[config.mk]
export PLATFORM = sky130hd
export DESIGN_NAME = kcr_prbg_flat
export DESIGN_NICKNAME = d
export VERILOG_FILES = /design/src/rtl/kcr_prbg_if.sv /design/src/rtl/kcr_prbg.sv /design/src/flat_wrapper.sv
export SDC_FILE = /design/constraint.sdc
export NUM_CORES = 1
export LEC_CHECK = 0
export CAP_MARGIN = 25
export CORE_ASPECT_RATIO = 0.5
export CORE_UTILIZATION = 30
export DETAILED_ROUTE_END_ITERATION = 8
export PLACE_DENSITY_LB_ADDON = 0.12
export SLEW_MARGIN = 10
export SYNTH_ARGS = -nofsm -noshare
export SYNTH_HDL_FRONTEND = slang
export SYNTH_SLANG_ARGS = --single-unit
export TNS_END_PERCENT = 10
[constraint.sdc]
create_clock -name clk -period 6.5 [get_ports clk]
set_clock_uncertainty 0.15 [all_clocks]
set_input_delay 0.975 -clock clk [delete_from_list [all_inputs] [get_ports clk]]
set_output_delay 0.975 -clock clk [all_outputs]
set_load 0.02 [all_outputs]
[src/rtl/kcr_prbg_if.sv]
// kcr_prbg_if: seed/control inputs and packed-word stream of the random bit generator
interface kcr_prbg_if #(
    parameter int W     = 8,
    parameter int OUT_W = 8,
    parameter int RW    = $clog2(W)
);
    logic              seed_load;
    logic [W-1:0]      x0, y0, p0, q0;
    logic [RW-1:0]     r1, r2, r3, r4;
    logic [W-1:0]      b3, b4;
    logic              mode, start, stop;
    logic [OUT_W-1:0]  word_out;
    logic              word_valid, word_ready, busy, seeded;
    logic [15:0]       word_cnt;
    modport master (
        output seed_load, x0, y0, p0, q0, r1, r2, r3, r4, b3, b4, mode, start, stop, word_ready,
        input  word_out, word_valid, busy, seeded, word_cnt
    );
    modport slave (
        input  seed_load, x0, y0, p0, q0, r1, r2, r3, r4, b3, b4, mode, start, stop, word_ready,
        output word_out, word_valid, busy, seeded, word_cnt
    );
endinterface

[src/rtl/kcr_prbg.sv]
// kcr_prbg: dual chained-LCG pseudo-random bit generator packing bits into handshaked words
module kcr_prbg #(
    parameter int W     = 8,
    parameter int OUT_W = 8,
    parameter int RW    = $clog2(W)
) (
    input logic       clk,
    input logic       rst_n,
    kcr_prbg_if.slave bus
);
    localparam int CW = OUT_W > 1 ? $clog2(OUT_W) : 1;
    typedef enum logic [1:0] {IDLE, RUN, HOLD} state_t;
    state_t           state, state_nx;
    logic [W-1:0]     x, y, p, q, b3, b4, pn, xn, qn, yn;
    logic [RW-1:0]    r1, r2, r3, r4;
    logic [OUT_W-1:0] acc, full, held, word_out;
    logic [CW-1:0]    cnt;
    logic [15:0]      word_cnt;
    logic             word_valid, seeded, z, done, stall;

    function automatic logic [W-1:0] f(input logic [RW-1:0] r, input logic [W-1:0] inc, input logic [W-1:0] s);
        return (s << r) + s + inc;
    endfunction

    assign bus.word_out   = word_out;
    assign bus.word_valid = word_valid;
    assign bus.seeded     = seeded;
    assign bus.word_cnt   = word_cnt;
    assign bus.busy       = state != IDLE;

    // next LCG values, extracted bit and next FSM state for the current cycle
    always_comb begin
        pn       = f(r3, b3, p);
        xn       = f(r1, pn, x);
        qn       = f(r4, b4, q);
        yn       = f(r2, qn, y);
        z        = bus.mode ? xn[W-1] ^ yn[W-1] : xn > yn;
        full     = acc | (OUT_W'(z) << cnt);
        done     = cnt == CW'(OUT_W - 1);
        stall    = word_valid && !bus.word_ready;
        state_nx = state;
        case (state)
            IDLE:    state_nx = (bus.start && (seeded || bus.seed_load)) ? RUN : IDLE;
            RUN:     state_nx = bus.stop ? IDLE : (done && stall) ? HOLD : RUN;
            HOLD:    state_nx = bus.stop ? IDLE : bus.word_ready ? RUN : HOLD;
            default: state_nx = IDLE;
        endcase
    end

    // FSM state register
    always_ff @(posedge clk or negedge rst_n) begin
        if (!rst_n) state <= IDLE;
        else        state <= state_nx;
    end

    // seeds, LCG stepping, bit packing and output word handshake
    always_ff @(posedge clk or negedge rst_n) begin
        if (!rst_n) begin
            {x, y, p, q, b3, b4}   <= '0;
            {r1, r2, r3, r4}       <= '0;
            {acc, held, word_out}  <= '0;
            cnt                    <= '0;
            word_cnt               <= '0;
            word_valid             <= 1'b0;
            seeded                 <= 1'b0;
        end else begin
            if (word_valid && bus.word_ready) begin
                word_valid <= 1'b0;
                word_cnt   <= word_cnt + 16'd1;
            end
            if (state == IDLE && bus.seed_load) begin
                x      <= bus.x0;
                y      <= bus.y0;
                p      <= bus.p0;
                q      <= bus.q0;
                r1     <= bus.r1;
                r2     <= bus.r2;
                r3     <= bus.r3;
                r4     <= bus.r4;
                b3     <= bus.b3;
                b4     <= bus.b4;
                seeded <= 1'b1;
            end
            if (state == RUN && !bus.stop) begin
                p <= pn;
                x <= xn;
                q <= qn;
                y <= yn;
                if (done) begin
                    acc <= '0;
                    cnt <= '0;
                    if (stall) held <= full;
                    else begin
                        word_out   <= full;
                        word_valid <= 1'b1;
                    end
                end else begin
                    acc <= full;
                    cnt <= cnt + 1'b1;
                end
            end
            if (state == HOLD && !bus.stop && bus.word_ready) begin
                word_out   <= held;
                word_valid <= 1'b1;
            end
            if (state != IDLE && bus.stop) begin
                acc <= '0;
                cnt <= '0;
            end
        end
    end
endmodule
[src/flat_wrapper.sv]
// flat-port wrapper written by rule: the top's interface ports become plain ports
module kcr_prbg_flat 
#(
    parameter int W     = 8,
    parameter int OUT_W = 8,
    parameter int RW    = $clog2(W)
)
  (clk, rst_n, bus_seed_load, bus_x0, bus_y0, bus_p0, bus_q0, bus_r1, bus_r2, bus_r3, bus_r4, bus_b3, bus_b4, bus_mode, bus_start, bus_stop, bus_word_ready, bus_word_out, bus_word_valid, bus_busy, bus_seeded, bus_word_cnt);
  kcr_prbg_if #(.W(W), .OUT_W(OUT_W), .RW(RW)) bus_i ();
  input logic clk;
  input logic rst_n;
  input wire logic [$bits(bus_i.seed_load)-1:0] bus_seed_load;
  input wire logic [$bits(bus_i.x0)-1:0] bus_x0;
  input wire logic [$bits(bus_i.y0)-1:0] bus_y0;
  input wire logic [$bits(bus_i.p0)-1:0] bus_p0;
  input wire logic [$bits(bus_i.q0)-1:0] bus_q0;
  input wire logic [$bits(bus_i.r1)-1:0] bus_r1;
  input wire logic [$bits(bus_i.r2)-1:0] bus_r2;
  input wire logic [$bits(bus_i.r3)-1:0] bus_r3;
  input wire logic [$bits(bus_i.r4)-1:0] bus_r4;
  input wire logic [$bits(bus_i.b3)-1:0] bus_b3;
  input wire logic [$bits(bus_i.b4)-1:0] bus_b4;
  input wire logic [$bits(bus_i.mode)-1:0] bus_mode;
  input wire logic [$bits(bus_i.start)-1:0] bus_start;
  input wire logic [$bits(bus_i.stop)-1:0] bus_stop;
  input wire logic [$bits(bus_i.word_ready)-1:0] bus_word_ready;
  output wire logic [$bits(bus_i.word_out)-1:0] bus_word_out;
  output wire logic [$bits(bus_i.word_valid)-1:0] bus_word_valid;
  output wire logic [$bits(bus_i.busy)-1:0] bus_busy;
  output wire logic [$bits(bus_i.seeded)-1:0] bus_seeded;
  output wire logic [$bits(bus_i.word_cnt)-1:0] bus_word_cnt;
  assign bus_i.seed_load = bus_seed_load;
  assign bus_i.x0 = bus_x0;
  assign bus_i.y0 = bus_y0;
  assign bus_i.p0 = bus_p0;
  assign bus_i.q0 = bus_q0;
  assign bus_i.r1 = bus_r1;
  assign bus_i.r2 = bus_r2;
  assign bus_i.r3 = bus_r3;
  assign bus_i.r4 = bus_r4;
  assign bus_i.b3 = bus_b3;
  assign bus_i.b4 = bus_b4;
  assign bus_i.mode = bus_mode;
  assign bus_i.start = bus_start;
  assign bus_i.stop = bus_stop;
  assign bus_i.word_ready = bus_word_ready;
  assign bus_word_out = bus_i.word_out;
  assign bus_word_valid = bus_i.word_valid;
  assign bus_busy = bus_i.busy;
  assign bus_seeded = bus_i.seeded;
  assign bus_word_cnt = bus_i.word_cnt;
  kcr_prbg #(.W(W), .OUT_W(OUT_W), .RW(RW)) u_core (.clk(clk), .rst_n(rst_n), .bus(bus_i));
endmodule
* Word level (Yosys, flattened, before mapping)
Cells that the tools add are included.
** Word-level totals
- Output and inout port bits :: 27
- Register bits :: 107
- Input port bits :: 67
- Logic and storage cells :: 90
** Operators by class
- Shift operators :: 5
- Magnitude comparators :: 1
- Equality and inequality tests :: 4
- Add/subtract/negate cells :: 10
- Multiplexer cells :: 30
- Reduce and logical (&&, ||, !) cells :: 20
- Bitwise logic cells :: 2
** Operators with widths (count)
- 8-bit two-way mux :: 15
- 8-bit adder :: 8
- 8-bit by 3-bit << shifter with 8-bit output :: 4
- 16-bit by 1-bit adder with 16-bit output (second input constant) :: 1
- 2-bit nonzero test :: 5
- 1-bit logical AND :: 9
- 3-bit two-way mux :: 3
- 8-bit greater-than comparator :: 1
- 2-bit two-way mux :: 4
- 8-bit bitwise OR :: 1
- 1-bit by 3-bit << shifter with 8-bit output :: 1
- 1-bit two-way mux :: 7
- 2-bit case mux with 3 select lines :: 1
- 3-bit AND reduction :: 2
- 3-bit by 1-bit adder with 3-bit output (second input constant) :: 1
- 3-bit == test (second input constant) :: 1
- 2-bit by 1-bit == test with 1-bit output (second input constant) :: 1
- 2-bit == test (second input constant) :: 1
- 1-bit zero test :: 2
- 2-bit zero test :: 1
- 2-bit inequality test (second input constant) :: 1
- 1-bit logical OR :: 1
- 1-bit XOR :: 1

* Logic depth before layout (Yosys ltp)
Gate-level depths: netlist of run 1.
- Depth after elaboration :: 12
- Depth in mapped cells :: 24
- Mapped depth without buffers :: 22

* Worst setup path before layout of run 1
OpenSTA, ideal clock, no wires.
- Path type :: flip-flop to flip-flop
- From :: reg u_core.r4[0]
- To :: reg u_core.acc[0]
- Setup time :: 69 ps
- Stages on the path, launching flop included :: 22
- Data arrival time :: 5321 ps
- Required time :: 6281 ps
- Path slack :: 961 ps
- Buffers on the path :: 2
- Period minus slack after synthesis :: 5539 ps
- Cell sequence :: dfrtp_1 > buf_4 > mux2i_1 > or3_1 > fa_1 > inv_1 > ha_1 > fa_1 > inv_1 > fa_1 > inv_1 > fa_1 > a21o_1 > a21oi_1 > xor2_1 > ha_1 > and3_1 > a41o_1 > a21o_1 > clkbuf_1 > a211oi_1 > a32o_1
** Between the ends
- Word-level cells in the longest chain between the ends :: 11
- Elaborated cells between the ends (all ways) :: 12
- Those cells by class :: add/sub (3); order compare (1); shift (2); mux (4); bitwise (2)
** Ends and longest elaborated chain
- from (decl) :: RTL line kcr_prbg.sv:15 : logic [RW-1:0] r1, r2, r3, r4;
- from (signal assigned) :: RTL line kcr_prbg.sv:79 : r4 <= bus.r4;
- 8-bit by 3-bit << shifter with 8-bit output (*) :: RTL line kcr_prbg.sv:22 : return (s << r) + s + inc;
- 8-bit adder (*) (3 in a row) :: RTL line kcr_prbg.sv:22
- 8-bit greater-than comparator / 1-bit XOR (equally long branches) :: RTL line kcr_prbg.sv:37 : z = bus.mode ? xn[W-1] ^ yn[W-1] : xn > yn;
- 1-bit two-way mux (*) :: RTL line kcr_prbg.sv:37
- 1-bit by 3-bit << shifter with 8-bit output (*) :: RTL line kcr_prbg.sv:38 : full = acc | (OUT_W'(z) << cnt);
- 8-bit bitwise OR (*) :: RTL line kcr_prbg.sv:38
- 8-bit two-way mux (*) :: RTL line kcr_prbg.sv:89 : if (done) begin
- 8-bit two-way mux (*) :: RTL line kcr_prbg.sv:84 : if (state == RUN && !bus.stop) begin
- 8-bit two-way mux (*) :: RTL line kcr_prbg.sv:106 : if (state != IDLE && bus.stop) begin
- to (signal assigned) :: RTL line kcr_prbg.sv:98 : acc <= full;
- to (decl) :: RTL line kcr_prbg.sv:16 : logic [OUT_W-1:0] acc, full, held, word_out;
Mark *: on every way between the ends. The rest lies on a longest branch, timed or not. The select of a mux whose other input is x is not followed.
A chain may end at the register's enable or synchronous reset.

* Final worst setup path of run 1
- From :: reg u_core.r3[0]
- To :: reg u_core.acc[4]
** Between the ends
- Word-level cells in the longest chain between the ends :: 11
- Elaborated cells between the ends (all ways) :: 12
- Those cells by class :: add/sub (3); order compare (1); shift (2); mux (4); bitwise (2)
** Ends and longest elaborated chain
- from (decl) :: RTL line kcr_prbg.sv:15
- from (signal assigned) :: RTL line kcr_prbg.sv:78 : r3 <= bus.r3;
- 8-bit by 3-bit << shifter with 8-bit output (*) :: RTL line kcr_prbg.sv:22
- 8-bit adder (*) (3 in a row) :: RTL line kcr_prbg.sv:22
- 8-bit greater-than comparator / 1-bit XOR (equally long branches) :: RTL line kcr_prbg.sv:37
- 1-bit two-way mux (*) :: RTL line kcr_prbg.sv:37
- 1-bit by 3-bit << shifter with 8-bit output (*) :: RTL line kcr_prbg.sv:38
- 8-bit bitwise OR (*) :: RTL line kcr_prbg.sv:38
- 8-bit two-way mux (*) :: RTL line kcr_prbg.sv:89
- 8-bit two-way mux (*) :: RTL line kcr_prbg.sv:84
- 8-bit two-way mux (*) :: RTL line kcr_prbg.sv:106
Marked as above.

==> summary.md, run 1 <==
| Metric | Value |
|---|---|
| Status | completed |
| Critical Path RT | 6.60 ns |
| DRC viols | 0 |
| Hold WC Path Type | reg2reg |
| Largest net degree at the start of global routing | 60 |
| Ys Warns | 0 |
| Syn Inst Count | between 700 and 800 |
| F_max | ~160 MHz |
| Clk pin slew, worst setup/hold paths | around 0.08 ns |
| DRT Wirelength | 19,320 um |
| Hold_ws | 0.3362 ns |
| RSZ-0062 raised after global routing | false |
| Number of synthesized flops with an enable pin | 0 |
| Cts bufs inserted | 9 |
| Vias per cell | 4.856 |
| Post-DP HPWL | 14,280 um |
| Area grow syn2layout | 20.79% |
| Synth Cell Area | 7208 sq um |
| Antenna viol nets, final | 0 |
| Syn nets | about 900 |
| H-tree Lvls | 3 |
| GP Congestion | 0.8231 |
| Layout cells sized above 1 | 0.05170 |
| Die ar. | 24,690 sq um |
| DR WL/cell | 16.68 um |
| FP Rows | 39 |
| Drt pass-1 iters | 5 |
| Cells along the critical path | mux2i_1 -> or3_1 -> fa_1 -> inv_1 -> ha_1 -> fa_1 -> inv_1 -> fa_1 -> inv_1 -> fa_1 -> a21o_1 -> a21oi_1 -> o21ai_0 -> xnor2_1 -> xnor2_1 -> ha_1 -> nor3_1 -> a21o_1 -> a211oi_2 -> a32o_1 |
| Via count | 5,623 |
| Ys flop type | dfrtp_1 |
| Seq/Total Area, Yosys | 0.3715 |
| Slew @ Worst Pin | a little under 0.8 ns |
| Synth async-reset ratio | 1.000 |
| Crit path launch type | flop |
| Total GRT Usage | 0.1643 |
| Crit. End Element | flop |
| Crit path time final | 6.071 ns |
| Crit-path max cell delay | 0.59 ns |
| # IOs | 94 |
| Final nets | 980 |
| Commonest non-fill, non-tap cells in the layout | nand2_1, dfrtp_1, clkdlybuf4s50_1 |
| Final Cycle Share | 0.9341 |
| Syn avg cell area | 9.361 sq um |
| Crit path DAT | roughly 6.2 ns |
| Leading area contributor after synthesis | dfrtp_1 |
| First-pass GRT wire length | between 30,000 and 40,000 um |
| WS Path Type | reg2reg |
| Total global routing overflow | 0 |
| Worst slew margin | 0.4747 |
| DP Area | 8403 sq um |
| Fin. Hold Viols | 0 |
| Core area | 23,180 sq um |
| Vias in the first global route | 5,731 |
| Max Cap Violations | 0 |
| Most common cell after layout, fill and taps aside | nand2_1 |
| Clock Sinks | 107 |
| CTS root buf | clkbuf_16 |
| Final setup TNS | 0 ns |
| Die W | 221.2 um |
| Fin area | 8707 sq um |
| Worst-path fanout max | 10 |
| Flops & latches, synth | 107 |
| Max Slew Vio Count | 0 |
| Initial antenna violation count | 0 |
| Top-area cell type share of the netlist area | 0.3715 |
| Port bufs | 93 |
| Crit-path most repeated cell | fa_1 |
| Top cells by area, synth | dfrtp_1, fa_1, nand2_1 |
| Worst path slowest cell | dfrtp_1 |
| Die H | 111.6 um |
| Distinct cell type count after synthesis | 51 |
| Later-pin clock latency in the skew report | approximately 0.36 ns |
| Final setup vio count | 0 |
| Starting Density | 0.3110 |
| ANT cells | 0 |
| Clock Path Buffers | 2 |
| Initial DRC count | roughly 310 |
| CTS tree | done |
final cells by class:
| class | instances | area [sq um] |
|---|---|---|
| clock buffer | 12 | 236.5 |
| inverter | 48 | 180.2 |
| multi-input combinational | 579 | 4188 |
| sequential | 107 | 2678 |
| tap | 307 | 384.1 |
| clock inverter | 4 | 57.56 |
| fill | 2318 | 14470 |
| timing repair buffer | 101 | 983.4 |
layer usage:
layer	GRT usage	share of wire	wire length (um)	vias to the layer above
met5	0	0	0	-
met4	0.04476	0.014	276	0
met3	0.03352	0.028	540	17
met2	0.2477	0.44	8415	89
met1	0.2379	0.52	10090	2731
li1	-	-	-	2786
cell usage after synthesis, drive strengths merged, types with 3 or more instances:
| master | instances |
|---|---|
| clkbuf | 31 |
| a211o | 3 |
| nor4 | 5 |
| o21ai | 47 |
| mux2i | 26 |
| mux4 | 4 |
| o22ai | 8 |
| dfrtp | 107 |
| nor2 | 43 |
| nand2 | 140 |
| o21bai | 4 |
| a21oi | 43 |
| buf | 5 |
| inv | 48 |
| or3 | 8 |
| a211oi | 3 |
| fa | 32 |
| ha | 35 |
| and2 | 3 |
| a32o | 4 |
| a21o | 15 |
| nand3 | 6 |
| xnor2 | 40 |
| nor2b | 12 |
| nor3 | 14 |
| a22o | 12 |
| mux2 | 9 |
| xor2 | 7 |
| a22oi | 23 |
| nand2b | 14 |
flip-flops by register name, indices dropped and copies added (netlist names), 8 cells and up:
register,flops
u_core.q,8
u_core.y,8
u_core.acc,8
u_core.b3,8
u_core.b4,8
u_core.bus.word_out,8
u_core.x,8
u_core.bus.word_cnt,16
u_core.p,8
u_core.held,8
critical path, delay by kind of cell, from the launching register on:
kind,cells,cell delay (ns)
AO/OA/AOI/OAI,6,1.38
adder cells (fa/ha/maj),6,2.44
multiplexers,1,0.22
buffers and inverters,3,0.18
AND/OR/NAND/NOR,2,0.56
flip-flops,1,0.59
XOR/XNOR,2,0.42
repair_timing:
| item | in CTS | in global routing |
|---|---|---|
| buffers inserted | 0 | 0 |
| hold buffers | 0 | 0 |
| setup endpoints to repair | 0 | 4 |
| gates resized for setup | 0 | 1 |
path summary, 6_finish.rpt:
kind | start | end | slack [ns] | cells past startpoint
worst max-delay path | u_core.r3[0]$_DFFE_PN0P_ | u_core.acc[4]$_DFFE_PN0P_ | 0.43 | 20
max in group asynchronous | rst_n | u_core.r2[0]$_DFFE_PN0P_ | 4.49 | 2
worst min-delay path | u_core.bus.word_cnt[15]$_DFFE_PN0P_ | u_core.bus.word_cnt[15]$_DFFE_PN0P_ | 0.34 | 1
min in group asynchronous | rst_n | u_core.bus.word_cnt[12]$_DFFE_PN0P_ | 0.50 | 1
worst min register to register | u_core.bus.word_cnt[15]$_DFFE_PN0P_ | u_core.bus.word_cnt[15]$_DFFE_PN0P_ | 0.34 | 1
worst max register to register | u_core.r3[0]$_DFFE_PN0P_ | u_core.acc[4]$_DFFE_PN0P_ | 0.43 | 20
metrics by stage:
step                instances  setup slack [ns]    util
floorplan                 770            0.9605       -
global placement         1140            0.5008  0.3623
detailed placement       1141            0.3916  0.3625
CTS                      1157            0.3595  0.3752
global route             1158           0.02109  0.3757
finish                   1158            0.4286  0.3757
logic make-up (layout without fill, tap and decap cells):
family | Yosys count | in the layout | share of synthesized area
muxes | 39 | 39 | 0.06318
DFF | 107 | 107 | 0.3715
AOI/OAI and AO/OA | 171 | 171 | 0.1517
and+or+nand+nor | 255 | 255 | 0.1567
xor gates and xnor gates | 47 | 47 | 0.05711
adders and majority gates | 67 | 67 | 0.1496
buffers and inverters | 84 | 165 | 0.05016
Power of run 1 is not shown: default switching activity piles up to over one toggle a cycle in this logic, so the estimate is an artifact.
==> inputs of run 2 (changes only) <==
CORE_MARGIN = 2   (was unset)
==> summary.md, run 2 (synthesized netlist as in run 1, its figures left out) <==
| Metric | Value |
|---|---|
| Status | completed |
| Initial DRC count | 271 |
| Drt pass-1 iters | 4 |
| CTS tree | done |
| Max FFs per register | 16 |
| Vias in the first global route | ~5,800 |
| Via count | 5,606 |
| Die H | around 110 um |
| R2R Path Start | u_core.r4[0]$_DFFE_PN0P_ |
| Reg-to-Reg End | u_core.acc[1]$_DFFE_PN0P_ |
| Die W | 223.2 um |
| PnR worst setup slack | 0.3824 ns |
| Post-DP HPWL | 14,280 um |
| Area grow syn2layout | 20.83% |
| GP Congestion | around 0.82 |
| Register bank with the most flops | u_core.bus.word_cnt |
| Starting Density | 0.3032 |
| DP Area | about 8400 sq um |
| Fin. Hold Viols | 0 |
| DRT Wirelength | 19,410 um |
| Hold WC Path Type | reg2reg |
| Clk pin slew, worst setup/hold paths | 0.08 ns |
| Final setup vio count | 0 |
| Antenna viol nets, final | 0 |
| Clock Sinks | around 110 |
| DR WL/cell | 16.66 um |
| Die ar. | 25,360 sq um |
| R2R cell count | 19 |
| Core area | roughly 24,000 sq um |
| F_max | 163.5 MHz |
| ANT cells | 0 |
| H-tree Lvls | 3 |
| Crit path DAT | 6.27 ns |
| DRC viols | 0 |
| Critical Path RT | between 6 and 7 ns |
| Cts bufs inserted | 9 |
| # fillers | 2,408 |
| Total global routing overflow | 0 |
| Initial antenna violation count | 0 |
| FF+latch area | about 2700 sq um |
| Slew @ Worst Pin | about 0.9 ns |
| Fin area | 8710 sq um |
| Commonest non-fill, non-tap cells in the layout | nand2_1, dfrtp_1, clkdlybuf4s50_1 |
| Flop2flop setup slack | between 0.3 and 0.4 ns |
| Total GRT Usage | 0.1614 |
| WS Path Type | reg2reg |
| Crit. End Element | flop |
| RSZ-0062 raised after global routing | false |
| Final Cycle Share | 0.9412 |
| Hold Path End | u_core.bus.word_cnt[15]$_DFFE_PN0P_ |
| Final nets | 979 |
| CTS-repair resized insts | 0 |
| Worst Hold Launch | u_core.bus.word_cnt[15]$_DFFE_PN0P_ |
| Worst-path fanout max | 10 |
| Max Slew Vio Count | 0 |
| Final setup TNS | 0 ns |
| Worst slew margin | 0.3830 |
| Largest net degree at the start of global routing | 60 |
| FP Rows | 40 |
| Layout cells sized above 1 | 0.05294 |
| Setup WS pre-CTS | 0.4341 ns |
| Max Cap Violations | 0 |
| # IOs | 94 |
| Most common cell after layout, fill and taps aside | nand2_1 |
| Clock Path Buffers | 2 |
| Hold depth | 1 |
| Port bufs | 93 |
| Vias per cell | slightly below 5 |
| Later-pin clock latency in the skew report | 0.37 ns |
| Crit path time final | 6.118 ns |
| Hold_buf cts | 0 |
| CTS root buf | clkbuf_16 |
| Crit path launch type | flop |
| Area of the multi-input gates | 4183 sq um |
| Post-CTS Setup Repair Bufs | 0 |
| First-pass GRT wire length | 31,880 um |
## run 2: cell count changes in the layout (fill, tap and decap cells not counted), sizes merged
cell / before / now
clkbuf: 13 / 11
bufinv: 1 / 0
clkinv: 0 / 1
inv: 50 / 51
## run 2: stage by stage
stage / cells / util / hold WS [ns]
after floorplan: 770 / - / 0.3168
after global placement: 1148 / 0.3537 / 0.3337
after detailed placement: 1149 / 0.3539 / 0.3119
after CTS: 1165 / 0.3664 / 0.3397
after global routing: 1165 / 0.3664 / 0.3526
final: 1165 / 0.3664 / 0.3322
## run 2: layer usage
layer,vias up,track usage,share of wire
li1,2780,-,-
met1,2735,0.2317,0.52
met2,75,0.2500,0.43
met3,16,0.02859,0.037
met4,0,0.04743,0.016
met5,-,0,0
## run 2: worst max-delay path by stage
stage                             start                   endpoint  slack, ns  depth (start not counted)
2_1_floorplan  u_core.r4[0]$_DFFE_PN0P_  u_core.acc[0]$_DFFE_PN0P_       0.96                         21
3_3_place_gp   u_core.r3[0]$_DFFE_PN0P_  u_core.acc[1]$_DFFE_PN0P_       0.51                         19
3_5_place_dp   u_core.r4[0]$_DFFE_PN0P_  u_core.acc[1]$_DFFE_PN0P_       0.43                         19
4_1_cts        u_core.r4[0]$_DFFE_PN0P_  u_core.acc[1]$_DFFE_PN0P_       0.39                         19
5_1_grt        u_core.r4[0]$_DFFE_PN0P_  u_core.acc[1]$_DFFE_PN0P_       0.05                         19
6_report       u_core.r4[0]$_DFFE_PN0P_  u_core.acc[1]$_DFFE_PN0P_       0.38                         19
## run 2: worst max-delay path: stages (launching register included)
cell	delay, ns
dfrtp_1	0.58
mux2i_1	0.21
or3_1	0.37
fa_1	0.48
inv_1	0.04
ha_1	0.22
fa_1	0.51
inv_1	0.07
fa_1	0.47
inv_1	0.07
fa_1	0.45
a21o_1	0.19
a21oi_1	0.22
xor2_1	0.23
ha_1	0.29
and3_1	0.16
a41o_1	0.25
a21o_1	0.31
a211oi_1	0.51
a32o_1	0.25
## run 2: layout make-up
cell class              count  area share
clock inverters             5    0.005028
inverters                  48     0.02069
well taps                 315     0.04525
multi-input cells         579      0.4802
clock buffers              11     0.02902
repair buffers            100      0.1123
flip-flops and latches    107      0.3074
Power of run 2 is left out for the same reason.
==> inputs of run 3 (changes only) <==
GPL_ROUTABILITY_DRIVEN = 0   (was unset)
==> results of run 3 <==
Final layout, timing and power as in run 2 (identical DEF).
Power of run 3 is left out for the same reason.
==> RTL edit 1 (config.mk and constraints of run 2) <==
`W` is set to 8 in 3 places; all go to 16.
--- a/src/rtl/kcr_prbg_if.sv
+++ b/src/rtl/kcr_prbg_if.sv
@@ -2,3 +2,3 @@
 interface kcr_prbg_if #(
-    parameter int W     = 8,
+    parameter int W     = 16,
     parameter int OUT_W = 8,
--- a/src/rtl/kcr_prbg.sv
+++ b/src/rtl/kcr_prbg.sv
@@ -2,3 +2,3 @@
 module kcr_prbg #(
-    parameter int W     = 8,
+    parameter int W     = 16,
     parameter int OUT_W = 8,
--- a/src/flat_wrapper.sv
+++ b/src/flat_wrapper.sv
@@ -3,3 +3,3 @@
 #(
-    parameter int W     = 8,
+    parameter int W     = 16,
     parameter int OUT_W = 8,
Interface: changed (10 resized); port bits go from 94 to 146. The function was not compared with the original's and may differ.
==> RTL edit 1 against run 2 <==
- the flow now finishes with violations (negative setup slack)
- routed wire length is 140% higher
- worst setup slack worse by 860 ps
- synthesized area is 85% higher
- sequential cell count is 52 higher
- via count is 120% higher
- global-route usage is 4.2 points higher
- cell area is 110% higher
Power is not shown: default switching activity piles up to over one toggle a cycle in this logic, so the estimate is an artifact.
==> RTL edit 1: results (changes against run 2) <==
- Total track usage: 20.3% (was 16.1%)
- Initial DRC count: 941 (was 271)
- Htree depth: 4 (was 3)
- Relative slew slack: 42.5% (was 38.3%)
- Dpl ws: -1020 ps (was 434 ps)
- Filler instances: 4404 (was 2408)
- First-pass DRT Iterations: 5 (was 4)
- Setup WS post-layout: -480 ps (was 382 ps)
- CP max FO: 7 (was 10)
- Outcome: finished with violations (was complete, no violations)
- Met1 WL: 23500 um (was 10000 um)
- Worst EP arrival: 7190 ps (was 6270 ps)
- Syn_nets: 1716 (was 904)
- Met1 Resource Use GR: 29.8% (was 23.2%)
- Cts bufs inserted: 17 (was 9)
- CP max stage delay: 470 ps (was 580 ps)
- Vias in the first global route: 12400 (was 5793)
- Port bufs: 145 (was 93)
- WL met3: 1690 um (was 719 um)
- Largest net degree at the start of global routing: 76 (was 60)
- Hold WS: 268 ps (was 332 ps)
- Mapped Cells: 1458 (was 770)
- Worst-Skew Late Latency: 480 ps (was 370 ps)
- Met3 usage: 3.04% (was 2.86%)
- Nets@finish: 2067 (was 979)
- Synth top area cells: dfrtp_1 30%, fa_1 9.6%, ha_1 7.1% (was dfrtp_1 37%, fa_1 8.9%, nand2_1 7.3%)
- Hold WC Path Type: input pin to asynchronous set/reset pin (was flip-flop to flip-flop)
- Failing checks: negative setup slack
- Final setup viols: 24 (was 0)
- Total number of vias: 12100 (was 5606)
- Final RePlAce weighted congestion: 0.931 (was 0.822)
- TNS Setup: -10330 ps (was 0 ps)
- CP max stage cell: dfrtp_2 (was dfrtp_1)
- Met2 Routed Length: 20900 um (was 8370 um)
- Final std cells w/o fill: 2410 (was 1165)
- First-pass GRT wire length: 72300 um (was 31900 um)
RTL edit 1: path summary, 6_finish.rpt:
kind,from,endpoint,depth (start not counted)
max,u_core.r4[0],u_core.acc[1],31
min,rst_n,u_core.b3[12],1
max reg2reg,u_core.r4[0],u_core.acc[1],31
min reg2reg,u_core.bus.word_cnt[15],u_core.bus.word_cnt[15],1
max in group asynchronous,rst_n,u_core.r4[0],2
min in group clk,u_core.bus.word_cnt[15],u_core.bus.word_cnt[15],1
RTL edit 1: cell type report:
class,count,share of cell area [%]
multi-input cells,1136,49.9
flip-flops and latches,159,22.0
repair buffers,406,19.1
well taps,588,4.06
clock buffers,19,2.45
inverters,89,1.85
clock inverters,13,0.719
RTL edit 1: stage by stage:
step	utilization (%)	instance area (sq um)
floorplan	-	13400
global placement	39.5	17200
detailed placement	39.5	17200
CTS	41.1	17900
global route	41.5	18100
finish	41.5	18100
RTL edit 1: cells by family (layout without fill, tap and decap cells):
logic type                 Yosys count  count (layout)  synth area share (%)
and+or+nand+nor                    443             443                  14.7
AOI/OAI and AO/OA                  357             357                  17.2
buffers and inverters              163             527                  4.82
DFF                                159             159                  29.9
adders and majority gates          139             139                  16.7
muxes                              122             122                  11.7
xor gates and xnor gates            75              75                  4.94
RTL edit 1: critical path, delay by kind of cell (launching register included):
family,cells,cell delay [ps]
AOI/OAI and AO/OA,12,2160
adders and majority gates,5,1840
xor gates and xnor gates,3,600
buffers and inverters,4,590
and+or+nand+nor,5,560
DFF,1,470
muxes,2,470
RTL edit 1: timing repair:
action | 4_1_cts | 5_1_grt
setup endpoints to repair | 24 | 24
resized for setup | 22 | 42
pin swaps | 17 | 28
buffers inserted | 2 | 2
==> RTL edit 2 (flow settings as in run 2) <==
Without the edit above. Re-encode `state_t` (3 states) as one-hot, 3 bits wide.
--- a/src/rtl/kcr_prbg.sv
+++ b/src/rtl/kcr_prbg.sv
@@ -11,3 +11,3 @@
     localparam int CW = OUT_W > 1 ? $clog2(OUT_W) : 1;
-    typedef enum logic [1:0] {IDLE, RUN, HOLD} state_t;
+    typedef enum logic [2:0] {IDLE = 3'b001, RUN = 3'b010, HOLD = 3'b100} state_t;
     state_t           state, state_nx;
Formal check against the unedited RTL: same outputs for any inputs over 4 cycles, from zero or initial values and one cycle with rst_n low; so few cycles prove little.
==> RTL edit 2 against run 2 <==
- sequential share of layout area rose by 0.69 points
- first-iteration DRC count fell by 21%
- sequential cell count rose by 1
- cell area fell by 1.2%
- synthesized area fell by 2.2%
- worst setup slack improved by 8.4 ps
- non-clock buffer count rose by 1
- routed wire length fell by 0.54%
- global-route usage rose by 0.56 points
- critical endpoint is now u_core.acc[0]
Power is left out: the tool's default activity adds up to more than one toggle a clock period on the data nets, which glitch-free logic cannot reach.
==> RTL edit 2: results (changes against run 2) <==
- Crit path max-delay family: adder cells (unchanged)
- Synth Area in Adders: 15.3% (was 15.0%)
- Worst-margin pin slew: 754 ps (was 917 ps)
- Vias in the first global route: 5804 (was 5793)
- Nets@finish: 946 (was 979)
- Total track usage: 16.7% (was 16.1%)
- Buffers outside the clock class: 101 (was 100)
- Outcome: complete, no violations (unchanged)
- Filler instances: 2316 (was 2408)
- Root Driver: clkbuf_16 (unchanged)
- Ant. Diodes: 0 (unchanged)
- First-pass GRT wire length: 31900 um (about the same)
- Post-synthesis mux area share: 6.41% (was 6.32%)
- Cts hold-fix bufs: 0 (unchanged)
- Routed length per placed instance: 17.2 um (was 16.7 um)
- CP max stage cell: dfrtp_1 (unchanged)
- Largest net degree at the start of global routing: 59 (was 60)
- Reg clk slew, reported paths: 80 ps (about the same)
- First-pass DRT Iterations: 7 (was 4)
- CTS Buffer Depth: 2 (unchanged)
- Multi-input gate area: 4020 sq um (was 4180 sq um)
- Antenna violations before repair: 0 (unchanged)
- Port bufs: 93 (unchanged)
- DR vias/cell: 4.94 (was 4.81)
- Synth cell types: 49 (was 51)
- Max reg flops: 16 (unchanged)
- Clock tree cell share of total cell area: 3.81% (was 3.40%)
- Top cells by count, synth: 139 x nand2_1, 107 x dfrtp_1, 47 x inv_1 (was 140 x nand2_1, 107 x dfrtp_1, 48 x inv_1)
- Synth top area cells: dfrtp_1 38%, fa_1 9.1%, nand2_1 7.4% (was dfrtp_1 37%, fa_1 8.9%, nand2_1 7.3%)
- #MultiIn Comb: 545 (was 579)
- CP max FO: 10 (unchanged)
- CP max stage delay: 590 ps
- Worst EP arrival: 6270 ps (about the same)
- Fraction of registers with async set or reset after synthesis: 100% (unchanged)
- Warnings, synthesis: 0 (unchanged)
- FF+latch area: 2700 sq um (was 2680 sq um)
- HPWL Detailed: 14300 um (about the same)
- Area fraction in compound gates after synthesis: 15.2% (about the same)
- Htree depth: 3 (unchanged)
- Post_cts resized: 0 (unchanged)
- XOR/XNOR share of the synthesized area: 5.84% (was 5.71%)
- Layout cell share with drive strength beyond 1: 5.26% (was 5.29%)
- Post-CTS Setup Bufs: 0 (unchanged)
- Syn_nets: 867 (was 904)
- Initial DRC count: 214 (was 271)
- Worst-Skew Late Latency: 370 ps (about the same)
- Final RePlAce weighted congestion: 0.833 (was 0.822)
- Layout clock buffers: 12 (was 11)
- Inverters: 47 (was 48)
- Reg with most FFs: u_core.bus.word_cnt (unchanged)
- Cts bufs inserted: 9 (unchanged)
- Grt ovf: 0 (unchanged)
- Sequential-to-total area share from yosys stat: 38.4% (was 37.1%)
- Buffer share of cell area: 11.5% (was 11.2%)
- Hold WC Path Type: flip-flop to flip-flop (unchanged)
- FF+latch count: 108 (was 107)
- Main synth FF type: dfrtp_1 (unchanged)
## RTL edit 2: cell count changes in the layout (fill, tap and decap cells not counted), sizes merged, moves of 4 or more
| cell | run 2 | this run |
|---|---|---|
| a21oi | 43 | 38 |
| a22o | 12 | 5 |
| a41oi | 0 | 6 |
| nand3 | 6 | 11 |
| o22ai | 8 | 15 |
| o21ai | 47 | 36 |
| nand2b | 14 | 10 |
| or3 | 8 | 4 |
| nor3 | 14 | 5 |
| nor2 | 43 | 25 |
## RTL edit 2: routing by layer
metal | track usage [%] | vias to the layer above | wire [um]
met5 | 0 | - | 0
met4 | 3.16 | 0 | 139
met3 | 3.93 | 12 | 689
met2 | 26.1 | 70 | 8880
met1 | 23.8 | 2777 | 9590
li1 | - | 2688 | -
## RTL edit 2: through the flow
stage | cell area (sq um) | worst slack (ps) | cells | hold WS, ps | util [%]
global route | 8600 | 71.3 | 1124 | 357 | 37.5
CTS | 8590 | 252 | 1123 | 335 | 37.5
finish | 8600 | 391 | 1124 | 332 | 37.5
detailed placement | 8270 | 278 | 1107 | 319 | 36.0
global placement | 8270 | 420 | 1107 | 309 | 36.0
floorplan | 7050 | 1030 | 733 | 300 | -
## RTL edit 2: path summary, 6_finish.rpt
path	startpoint	endpoint	slack (ps)	depth (start not counted)
max in group asynchronous	rst_n	u_core.r4[1]	4450	2
min in group asynchronous	rst_n	u_core.held[6]	490	1
worst min register to register	u_core.bus.word_cnt[15]	u_core.bus.word_cnt[15]	330	1
worst max-delay path	u_core.r3[0]	u_core.acc[0]	390	21
worst min-delay path	u_core.bus.word_cnt[15]	u_core.bus.word_cnt[15]	330	1
worst max register to register	u_core.r3[0]	u_core.acc[0]	390	21
